## config.mk

```make
export PLATFORM = sky130hd
export DESIGN_NAME = clint_timer
export DESIGN_NICKNAME = d
export VERILOG_FILES = /design/src/rtl/clint_timer.sv
export SDC_FILE = /design/constraint.sdc
export NUM_CORES = 1
export LEC_CHECK = 0
export ABC_AREA = 1
export BUFFER_PORTS_ARGS = -buffer_cell sky130_fd_sc_hd__buf_2
export CORE_ASPECT_RATIO = 1.1
export CORE_MARGIN = 2
export CORE_UTILIZATION = 60
export CTS_CLUSTER_DIAMETER = 30
export DETAILED_ROUTE_END_ITERATION = 7
export GPL_ROUTABILITY_DRIVEN = 0
export HOLD_SLACK_MARGIN = 0.03
export PLACE_DENSITY = 0.85
export SETUP_SLACK_MARGIN = 0.4
export SYNTH_ARGS = -nofsm -noshare
export SYNTH_HDL_FRONTEND = slang
export SYNTH_SLANG_ARGS = --single-unit
```

## constraint.sdc

```tcl
create_clock -name clk -period 5.85 [get_ports clk]
set_clock_uncertainty 0.05 [all_clocks]
set_input_delay 1.17 -clock clk [delete_from_list [all_inputs] [get_ports clk]]
set_output_delay 1.17 -clock clk [all_outputs]
set_load 0.03 [all_outputs]
```

## src/rtl/clint_timer.sv

```systemverilog
// rtl/clint_timer.sv - Core-local interruptor: mtime, mtimecmp and msip for the single RV64 hart.
// Optional mtime write support is enabled by defining CLINT_MTIME_WR_EN.
module clint_timer #(
    parameter logic [63:0] BASE_ADDR = 64'h0000_0000_0200_0000,
    parameter int unsigned TICK_DIV  = 1
) (
    input  logic        clk,
    input  logic        rst,
    output logic        sel,
    input  logic        req_valid,
    output logic        req_ready,
    input  logic        req_wr,
    input  logic [63:0] req_addr,
    input  logic [7:0]  req_byte_enable,
    input  logic [63:0] req_wr_data,
    output logic        resp_valid,
    output logic [63:0] resp_rd_data,
    output logic        resp_err,
    output logic        mtip,
    output logic        msip
);

    localparam int unsigned PW = (TICK_DIV > 1) ? $clog2(TICK_DIV) : 1;
    localparam logic [PW-1:0] PRESC_MAX = PW'(TICK_DIV - 1);

    localparam logic [15:0] OFF_MSIP     = 16'h0000;
    localparam logic [15:0] OFF_MTIMECMP = 16'h4000;
    localparam logic [15:0] OFF_MTIME    = 16'hBFF8;

    logic [63:0]   r_mtime;
    logic [63:0]   r_mtimecmp;
    logic          r_msip;
    logic [PW-1:0] r_presc;
    logic          r_mtip;
    logic          r_resp_valid;
    logic [63:0]   r_resp_rd_data;
    logic          r_resp_err;

    logic          w_accept;
    logic          w_hit_msip;
    logic          w_hit_cmp;
    logic          w_hit_time;
    logic          w_err;
    logic          w_wr_ok;
    logic          w_wr_msip;
    logic          w_wr_cmp;
    logic          w_tick;
    logic [63:0]   w_mtime_inc;
    logic [63:0]   w_mtime_next;
    logic [63:0]   w_mtimecmp_next;
    logic [PW-1:0] w_presc_next;
    logic [63:0]   w_rd_data;

    function automatic logic [63:0] f_merge(input logic [63:0] old_v,
                                            input logic [63:0] new_v,
                                            input logic [7:0]  be);
        logic [63:0] res;
        for (int i = 0; i < 8; i++) begin
            res[8*i +: 8] = be[i] ? new_v[8*i +: 8] : old_v[8*i +: 8];
        end
        return res;
    endfunction

    assign sel       = (req_addr[63:16] == BASE_ADDR[63:16]);
    assign req_ready = ~rst;
    assign w_accept  = req_valid & req_ready;

    assign w_hit_msip = (req_addr[15:0] == OFF_MSIP);
    assign w_hit_cmp  = (req_addr[15:0] == OFF_MTIMECMP);
    assign w_hit_time = (req_addr[15:0] == OFF_MTIME);
    assign w_err      = (req_addr[2:0] != 3'b000) | ~(w_hit_msip | w_hit_cmp | w_hit_time);

    assign w_wr_ok   = w_accept & req_wr & ~w_err;
    assign w_wr_msip = w_wr_ok & w_hit_msip & req_byte_enable[0];
    assign w_wr_cmp  = w_wr_ok & w_hit_cmp;

    assign w_tick = (r_presc == PRESC_MAX);

    always_comb begin
        w_mtime_inc     = r_mtime + {63'b0, w_tick};
        w_presc_next    = w_tick ? '0 : r_presc + PW'(1);
        w_mtime_next    = w_mtime_inc;
`ifdef CLINT_MTIME_WR_EN
        // Written lanes override the tick; unwritten lanes keep the incremented value.
        if (w_wr_ok && w_hit_time) begin
            w_mtime_next = f_merge(w_mtime_inc, req_wr_data, req_byte_enable);
            w_presc_next = '0;
        end
`endif
        w_mtimecmp_next = w_wr_cmp ? f_merge(r_mtimecmp, req_wr_data, req_byte_enable)
                                   : r_mtimecmp;
    end

    always_comb begin
        w_rd_data = 64'b0;
        if (!req_wr && !w_err) begin
            if (w_hit_msip)      w_rd_data = {63'b0, r_msip};
            else if (w_hit_cmp)  w_rd_data = r_mtimecmp;
            else if (w_hit_time) w_rd_data = r_mtime;
        end
    end

    always_ff @(posedge clk) begin
        if (rst) begin
            r_mtime        <= 64'b0;
            r_mtimecmp     <= '1;
            r_msip         <= 1'b0;
            r_presc        <= '0;
            r_mtip         <= 1'b0;
            r_resp_valid   <= 1'b0;
            r_resp_rd_data <= 64'b0;
            r_resp_err     <= 1'b0;
        end else begin
            r_mtime    <= w_mtime_next;
            r_mtimecmp <= w_mtimecmp_next;
            r_presc    <= w_presc_next;
            if (w_wr_msip) begin
                r_msip <= req_wr_data[0];
            end
            // Compare against next-state values so the interrupt lines up with mtime.
            r_mtip         <= (w_mtime_next >= w_mtimecmp_next);
            r_resp_valid   <= w_accept;
            r_resp_rd_data <= w_accept ? w_rd_data : 64'b0;
            r_resp_err     <= w_accept & w_err;
        end
    end

    assign resp_valid   = r_resp_valid;
    assign resp_rd_data = r_resp_rd_data;
    assign resp_err     = r_resp_err;
    assign mtip         = r_mtip;
    assign msip         = r_msip;

endmodule

```

After elaboration in Yosys (flattened, before gate mapping):

Index checks and enable logic that the tools add are counted.

* $add $sub $neg: 2
* $lt $le $gt $ge: 1
* eq/ne operators: 3
* mux-type cells: 12
* bitwise operators: 16
* reduce and logical (&&, ||, !) cells: 8

Operators by type and width (count)
* two-way mux 64 bit: 3
* adder 64 x 1 -> 64 bit: 1
* >= comparator 64 bit: 1
* two-way mux 8 bit: 8
* == test 48 x 10 -> 1 bit (second input constant): 1
* == test 16 x 15 -> 1 bit (second input constant): 1
* == test 16 bit (second input constant): 1
* logical NOT 16 bit: 1
* bitwise AND 1 bit: 7
* NOT 1 bit: 6
* OR reduction 4 bit: 1
* OR 1 bit: 3
* nonzero test 3 bit: 1
* OR reduction 3 bit: 1
* logical NOT 1 bit: 2
* OR reduction 2 bit: 1
* adder 1 bit (second input constant): 1
* logical AND 1 bit: 1
* two-way mux 1 bit: 1

* register bits: 197
* input bits: 140
* output and inout bits: 70
* word-level logic and storage cells: 51

Logic depth before layout (Yosys ltp):

Gate-level depths: netlist (run 1).

* word-level depth: 10
* mapped depth: 25
* gate-level depth less buffers: 24

Worst setup path after synthesis (run 1):

OpenSTA, ideal clock, no wires.

* path type: input port to flip-flop
* from: input port req_addr[1]
* to: register r_mtip, in the netlist mtip
* arrival time: 3377 ps
* data required time: 5730 ps
* setup slack: 2353 ps
* stages: 22
* buffers on the path: 2
* cell sequence: nor2_1 nand2_1 nor2_2 nand2_1 nand3_2 nand2_1 nor2_2 buf_6 buf_6 nand2_1 o21a_1 ha_1 nand2_1 nor2_1 nand3_1 nor2_1 nand2_1 nand2_1 nor2_1 nand2_1 nand2_1 a21oi_1

* word-level cells in the longest chain between the ends: 10
* elaborated cells on any way between the ends: 13
* classes of those cells: 1 x order compare; 2 x eq/ne; 1 x mux; 7 x bitwise; 2 x reduce/logical

Ends and longest elaborated chain
* start: declaration: RTL line 13 `input logic [63:0] req_addr,`
* == test 16 x 15 -> 1 bit / logical NOT 16 bit (equally long branches): RTL line 69, 68
* OR 1 bit (2 in a row): RTL line 71 `assign w_err = (req_addr[2:0] != 3'b000) | ~(w_hit_msip | w_hit_cmp | w_hit_time);`
* NOT 1 bit: RTL line 71
* OR 1 bit: RTL line 71
* NOT 1 bit: RTL line 73 `assign w_wr_ok = w_accept & req_wr & ~w_err;`
* bitwise AND 1 bit: RTL line 73
* bitwise AND 1 bit *: RTL line 75 `assign w_wr_cmp = w_wr_ok & w_hit_cmp;`
* two-way mux 64 bit *: RTL line 90 `w_mtimecmp_next = w_wr_cmp ? f_merge(r_mtimecmp, req_wr_data, req_byte_enable)`
* >= comparator 64 bit *: RTL line 121 `r_mtip <= (w_mtime_next >= w_mtimecmp_next);`
* end signal: assignment: RTL line 121
* end: declaration: RTL line 34 `logic r_mtip;`

Mark *: on every way between the ends. The rest lies on a longest branch, timed or not.
A chain may end at the register's enable or synchronous reset.

Final worst setup path (run 1):

Ends and elaborated chain as after synthesis.

==> impl_metrics.yaml, run 1 <==
synth:
  yosysSeqAreaShare_pct: 33.78
  syn-cell-area_um2: 11680
  synth_fp_nets: 1967
  ys_warn_count: 0
  synth.avg_cell_area_um2: 6.630
  syn-instance-count: 1761
  synth_cell_type_count: 32
  synth-seq-cells: 197
die:
  fp.dieArea_um2: 20590
  num_rows: 53
  core_area_um2: 19100
  initial_core_util_pct: 61.14
  die_h_um: 150.3
  die_x_um: 137.0
  pin_count: 210
pwr:
  p_total_mw: 2.666
  switchingPower_mw: 0.6232
  power_frac_seq_pct: 50.4
  p_sw_share_pct: 23.37
  pwr-share-comb_pct: 4.5
  peakVddDrop_v: 0.0002006
  internal_power_mw: 2.043
  leakage_nw: 7.109
  powerDensity_nw_per_um2: 200.3
  power_frac_clock_pct: 45.1
cells_and_area:
  fillers: 1646
  drive_gt1_share_pct: 13.36
  final_cells: 2185
  area_growth_pct: 13.98
  fin_nets: 2132
  antenna_cells: 0
global_routing:
  grt-busiest-layer: "met2"
  met3_usage_pct: 5.960
  grt_max_degree: 129
  grt_pass1_vias: 11540
  met1_usage_pct: 38.87
  grt_overflow: 0
  antenna_found_initial: 0
  grt_util_met2_pct: 52.66
  grt_pass1_wl_um: 52060
  grt_use_total_pct: 31.24
detailed_routing:
  vias_per_cell: 5.546
  avgRoutedWirePerCell_um: 14.57
  via_count: 12120
  drc_errors: 0
  route.antenna.remaining_nets: 0
  routed_wl_um: 31840
  first_pass_iters: 5
  drt_iter0_drc: 1043
hold_path:
  min_from: "r_mtimecmp[53]"
  min_path_type: "flop to flop"
clock_network:
  cts_num_sinks: 197
  cts_tree: "built"
  numCtsBuffers: 17
  worstSkewPairLatency_ps: 450
  clk_pin_slew_worst_paths_ps: 70
  cts_repair_resize_count: 0
  cts_hold_buf: 0
  cts_setup_buffers: 0
  h-tree-depth: 4
  clock_path_buffers: 2
  cts_root_buf: "clkbuf_16"
critical_path:
  worstPathCellList: "buf_2, nor2_1, nand2_1, nor2_2, nand2_4, nand3_2, nand2_1, nor2_4, buf_12, nand2_1, o21a_1, ha_1, nand2_1, nor2_1, nand3_1, nor2_1, nand2_1, nand2_1, nor2_1, nand2_1, nand2_1, a21oi_1"
  cpMostUsedCell: "nand2_1"
  worstPathArrival_ps: 4820
  crit_path_max_incr_delay_ps: 360
  critPathRequiredTime_ps: 6170
  crit_path_start: "req_addr[1]"
  worstSetupPathType: "input pin to flop"
  slowest_stage: "buf_12"
  crit_path_start_kind: "input pin"
  end_kind: "flop"
  reg2reg_from: "r_mtime[0]"
  critical_path_peak_fanout: 128
timing:
  rsz0062_at_grt: "false"
  worstMarginPinSlew_ps: 938.3
  slew_viol_final: 0
  fin_setup_tns_ps: 0
  finalCritPeriodShare_pct: 76.98
  relSlewSlack_pct: 37.22
  fmax_ghz: 0.2221
  min_period_ps: 4503
  setup_viol: 0
  whs_ps: 425.4
  hold_violations: 0
placed_design:
  portBuffers: 209
  dp.cells: 2153
  hpwl_um: 23230
flow_run:
  drv_cap: 0
run_status:
  status: "finished clean"
==> cells in the mapped netlist <==
| master | n | area, um^2 |
|---|---|---|
| and2_1 | 1 | 6.260 |
| o211ai_1 | 1 | 7.510 |
| a21o_1 | 2 | 15.01 |
| nor3b_1 | 3 | 22.52 |
| nand4_1 | 26 | 162.7 |
| o21a_1 | 64 | 480.5 |
| a21oi_1 | 35 | 175.2 |
| buf_4 | 6 | 45.04 |
| o21ai_1 | 19 | 95.09 |
| nor3_1 | 39 | 195.2 |
| nor4_1 | 12 | 75.07 |
| nor3_4 | 1 | 16.27 |
| dfxtp_1 | 197 | 3944 |
| inv_4 | 1 | 6.260 |
| nor2_1 | 226 | 848.3 |
| and3_1 | 1 | 6.260 |
| nor2_4 | 1 | 11.26 |
| clkbuf_1 | 46 | 172.7 |
| nand3b_1 | 5 | 37.54 |
| xor2_1 | 47 | 411.6 |
| o21bai_1 | 2 | 15.01 |
| nand2_1 | 417 | 1565 |
| inv_1 | 225 | 844.6 |
| nor2_2 | 6 | 37.54 |
| buf_6 | 14 | 157.7 |
| conb_1 | 1 | 3.750 |
| nand2_2 | 1 | 6.260 |
| buf_2 | 4 | 20.02 |
| ha_1 | 66 | 825.8 |
| nand3_2 | 1 | 10.01 |
| nand3_1 | 125 | 625.6 |
| o21ai_0 | 166 | 830.8 |
==> metrics by stage <==
step	worst slack, ps	cell area, um^2	utilization, %
after floorplan	2353	11680	-
after global placement	1179	12710	66.53
after detailed placement	1087	12710	66.53
after CTS	1478	13290	69.61
after global routing	1051	13310	69.69
final	1347	13310	69.69
==> power groups by stage <==
stage	sequential, mW	clock [mW]	combinational [mW]
after floorplan	1.38	0	0.0530
after global placement	1.37	0	0.117
after detailed placement	1.37	0	0.120
after CTS	1.34	1.20	0.120
after global routing	1.34	1.26	0.135
final	1.34	1.20	0.120
==> sequential cells by signal (all words and copies together) (netlist names) <==
register      flops
resp_rd_data     64
r_mtimecmp       64
r_presc           1
resp_valid        1
resp_err          1
mtip              1
msip              1
r_mtime          64
==> path summary, 6_finish.rpt <==
path                                       end  slack [ps]  cells past startpoint
worst max-delay path                      mtip        1350                     22
worst min-delay path            r_mtimecmp[53]         430                      2
worst max register to register            mtip        1960                     18
worst min register to register  r_mtimecmp[53]         430                      2
==> critical path: cells and delay by family <==
kind | cells | cell delay (ps)
simple gates | 17 | 2460
buf+inv | 2 | 450
compound gates | 2 | 290
fa+ha+maj | 1 | 280
==> logic make-up (layout without fill, tap and decap cells) <==
family / count (synthesis) / after routing / synth area share [%]
AND/OR/NAND/NOR: 865 / 865 / 31.05
other: 1 / 1 / 0.03212
XOR/XNOR: 47 / 47 / 3.525
adder cells (fa/ha/maj): 66 / 66 / 7.072
AO/OA/AOI/OAI: 289 / 289 / 13.87
flip-flops: 197 / 197 / 33.78
buffers and inverters: 296 / 473 / 10.67
==> placed cells by master, fill, tap and decap left out, types with 47 or more instances in the layout <==
cell type and n:
o21a_1 64, nand3_1 125, xor2_1 47, o21ai_0 166, buf_2 209, nand2_1 416, ha_1 66, dfxtp_1 197
nor2_1 226, inv_1 224
==> final cells by class <==
cell class / instances / area (um^2) / share of cell area [%]
Tap cell: 247 / 309.0 / 2.322
Multi-Input combinational cell: 1268 / 6499 / 48.83
Timing Repair Buffer: 216 / 1119 / 8.405
Inverter: 226 / 850.8 / 6.393
Clock inverter: 12 / 145.1 / 1.091
Clock buffer: 19 / 442.9 / 3.328
Sequential cell: 197 / 3944 / 29.63
==> per-layer routing <==
metal  wire (um)  share of wire [%]
met5           0                  0
met4         959                3.0
met2       15130                 48
met3        2483                7.8
met1       13260                 42
No activity file was read; power rests on OpenSTA's default activity.
==> inputs of run 2 (changes only) <==
CORE_UTILIZATION = 57   (was 60)
PLACE_DENSITY = 0.81   (was 0.85)
clock period = 4.7 ns   (was 5.85 ns; I/O delays follow)
==> run 2 against run 1 <==
  * Wire length is 0.52% higher
  * Register-to-register slack got worse by 1200 ps
  * Clock power increased by 27%
  * Combinational power rose by 26%
  * Critical path type is now flop to flop
  * Largest power group unchanged
  * Highest routed layer unchanged
==> impl_metrics.yaml, run 2 (synthesis gave the netlist of run 1 again) <==
run_status:
  status: "finished clean"
cells_and_area:
  drive_gt1_share_pct: 13.45
  area_growth_pct: 14.34
  final_common_cell: "nand2_1"
  mostFrequentLayoutCells: "nand2_1, nor2_1, inv_1"
  fillers: 1740
  fin_nets: 2135
  utilization_pct: 66.75
  antenna_cells: 0
  final_area_um2: 13350
die:
  die_x_um: 140.5
  num_rows: 54
  core_area_um2: 20000
  fp.dieArea_um2: 21650
  die_h_um: 154.1
  initial_core_util_pct: 58.38
  pin_count: 210
timing:
  relSlewSlack_pct: 23.21
  slew_viol_final: 0
  fmax_ghz: 0.2547
  fin_setup_tns_ps: 0
  rsz0062_at_grt: "false"
  setup_viol: 0
  finalCritPeriodShare_pct: 83.53
  worstMarginPinSlew_ps: 1152
  hold_violations: 0
  min_period_ps: 3926
  whs_ps: 426.5
clock_network:
  cts_num_sinks: 197
  h-tree-depth: 4
  worstSkewPairLatency_ps: 440
  cts_repair_resize_count: 0
  cts_hold_buf: 0
  cts_root_buf: "clkbuf_16"
  clk_pin_slew_worst_paths_ps: 70
  clock_path_buffers: 2
  cts_tree: "built"
  numCtsBuffers: 17
  cts_setup_buffers: 0
critical_path:
  crit_path_start_kind: "flop"
  slowest_stage: "nor2_1"
  crit_family: "simple AND/OR/NAND/NOR gates"
  cpMostUsedCell: "nand2_1"
  crit_path_max_incr_delay_ps: 370
  critical_path_peak_fanout: 5
  timing.rr.end: "mtip"
  crit_path_start: "r_mtime[0]"
  critPathRequiredTime_ps: 5020
  end_kind: "flop"
  worstSetupPathType: "flop to flop"
  reg2reg_from: "r_mtime[0]"
  worstPathArrival_ps: 4250
  critPathBufInv: 2
  ff2ff_path_depth: 18
  reg2reg_setup_slack_ps: 770
  worstPathCellList: "ha_1, ha_1, nand3_1, inv_1, nand2_1, nor2_1, nand2_1, nor2_1, nand2_1, xor2_1, inv_1, ha_1, nand4_1, nor3_1, nand4_1, nor2_1, nand2_1, a21oi_1"
hold_path:
  min_path_cells: 2
  min_path_type: "flop to flop"
  min_to: "r_mtimecmp[43]"
  min_from: "r_mtimecmp[43]"
global_routing:
  grt_pass1_vias: 11370
  antenna_found_initial: 0
  grt_overflow: 0
  grt_use_total_pct: 29.33
  grt_max_degree: 129
  grt_pass1_wl_um: 52480
detailed_routing:
  vias_per_cell: 5.507
  drc_errors: 0
  route.antenna.remaining_nets: 0
  drt_iter0_drc: 984
  first_pass_iters: 8
  routed_wl_um: 32000
  via_count: 12080
  avgRoutedWirePerCell_um: 14.59
pwr:
  leakage_nw: 7.121
  p_total_mw: 3.344
  powerDensity_nw_per_um2: 250.5
  peakVddDrop_v: 0.0002507
placed_design:
  portBuffers: 209
  hpwl_um: 23230
  postPlaceCellArea_um2: 12750
flow_run:
  drv_cap: 0
-- run 2: through the flow --
stage | cells | worst slack, ps
final | 2193 | 774.3
after floorplan | 1761 | 1433
after CTS | 2193 | 904.2
after detailed placement | 2162 | 700.6
after global placement | 2162 | 826.9
after global routing | 2193 | 403.5
-- run 2: per-layer routing --
layer / track usage, % / vias up / share of wire [%] / wire length, um
met4: 11.00 / 0 / 2.9 / 928
met2: 50.54 / 538 / 47 / 15170
li1: - / 5997 / - / -
met5: 0 / - / 0 / 0
met3: 5.606 / 82 / 7.6 / 2445
met1: 36.46 / 5460 / 42 / 13450
-- run 2: how the worst max path moves through the flow --
stage | end | depth (start not counted)
3_3_place_gp | mtip | 22
4_1_cts | mtip | 18
5_1_grt | mtip | 18
3_5_place_dp | mtip | 22
6_report | mtip | 18
2_1_floorplan | mtip | 22
-- run 2: cell type report --
| cell class | count | area [um^2] | share of cell area, % |
|---|---|---|---|
| clock buffers | 20 | 446.7 | 3.346 |
| flip-flops and latches | 197 | 3944 | 29.54 |
| clock inverters | 11 | 148.9 | 1.115 |
| multi-input cells | 1268 | 6499 | 48.68 |
| repair buffers | 219 | 1146 | 8.585 |
| inverters | 226 | 850.8 | 6.373 |
| well taps | 252 | 315.3 | 2.362 |
-- run 2: power by group --
part / internal, mW / total, mW / switching, mW / leakage (nW)
Sequential: 1.67 / 1.67 / 0.00143 / 1.59
Combinational: 0.0647 / 0.151 / 0.0863 / 5.25
Clock: 0.852 / 1.52 / 0.668 / 0.283
-- run 2: worst min-delay path, delay by kind of cell, from the launching register on --
| kind | cells | cell delay (ps) |
|---|---|---|
| flops | 1 | 340 |
| simple gates | 2 | 110 |
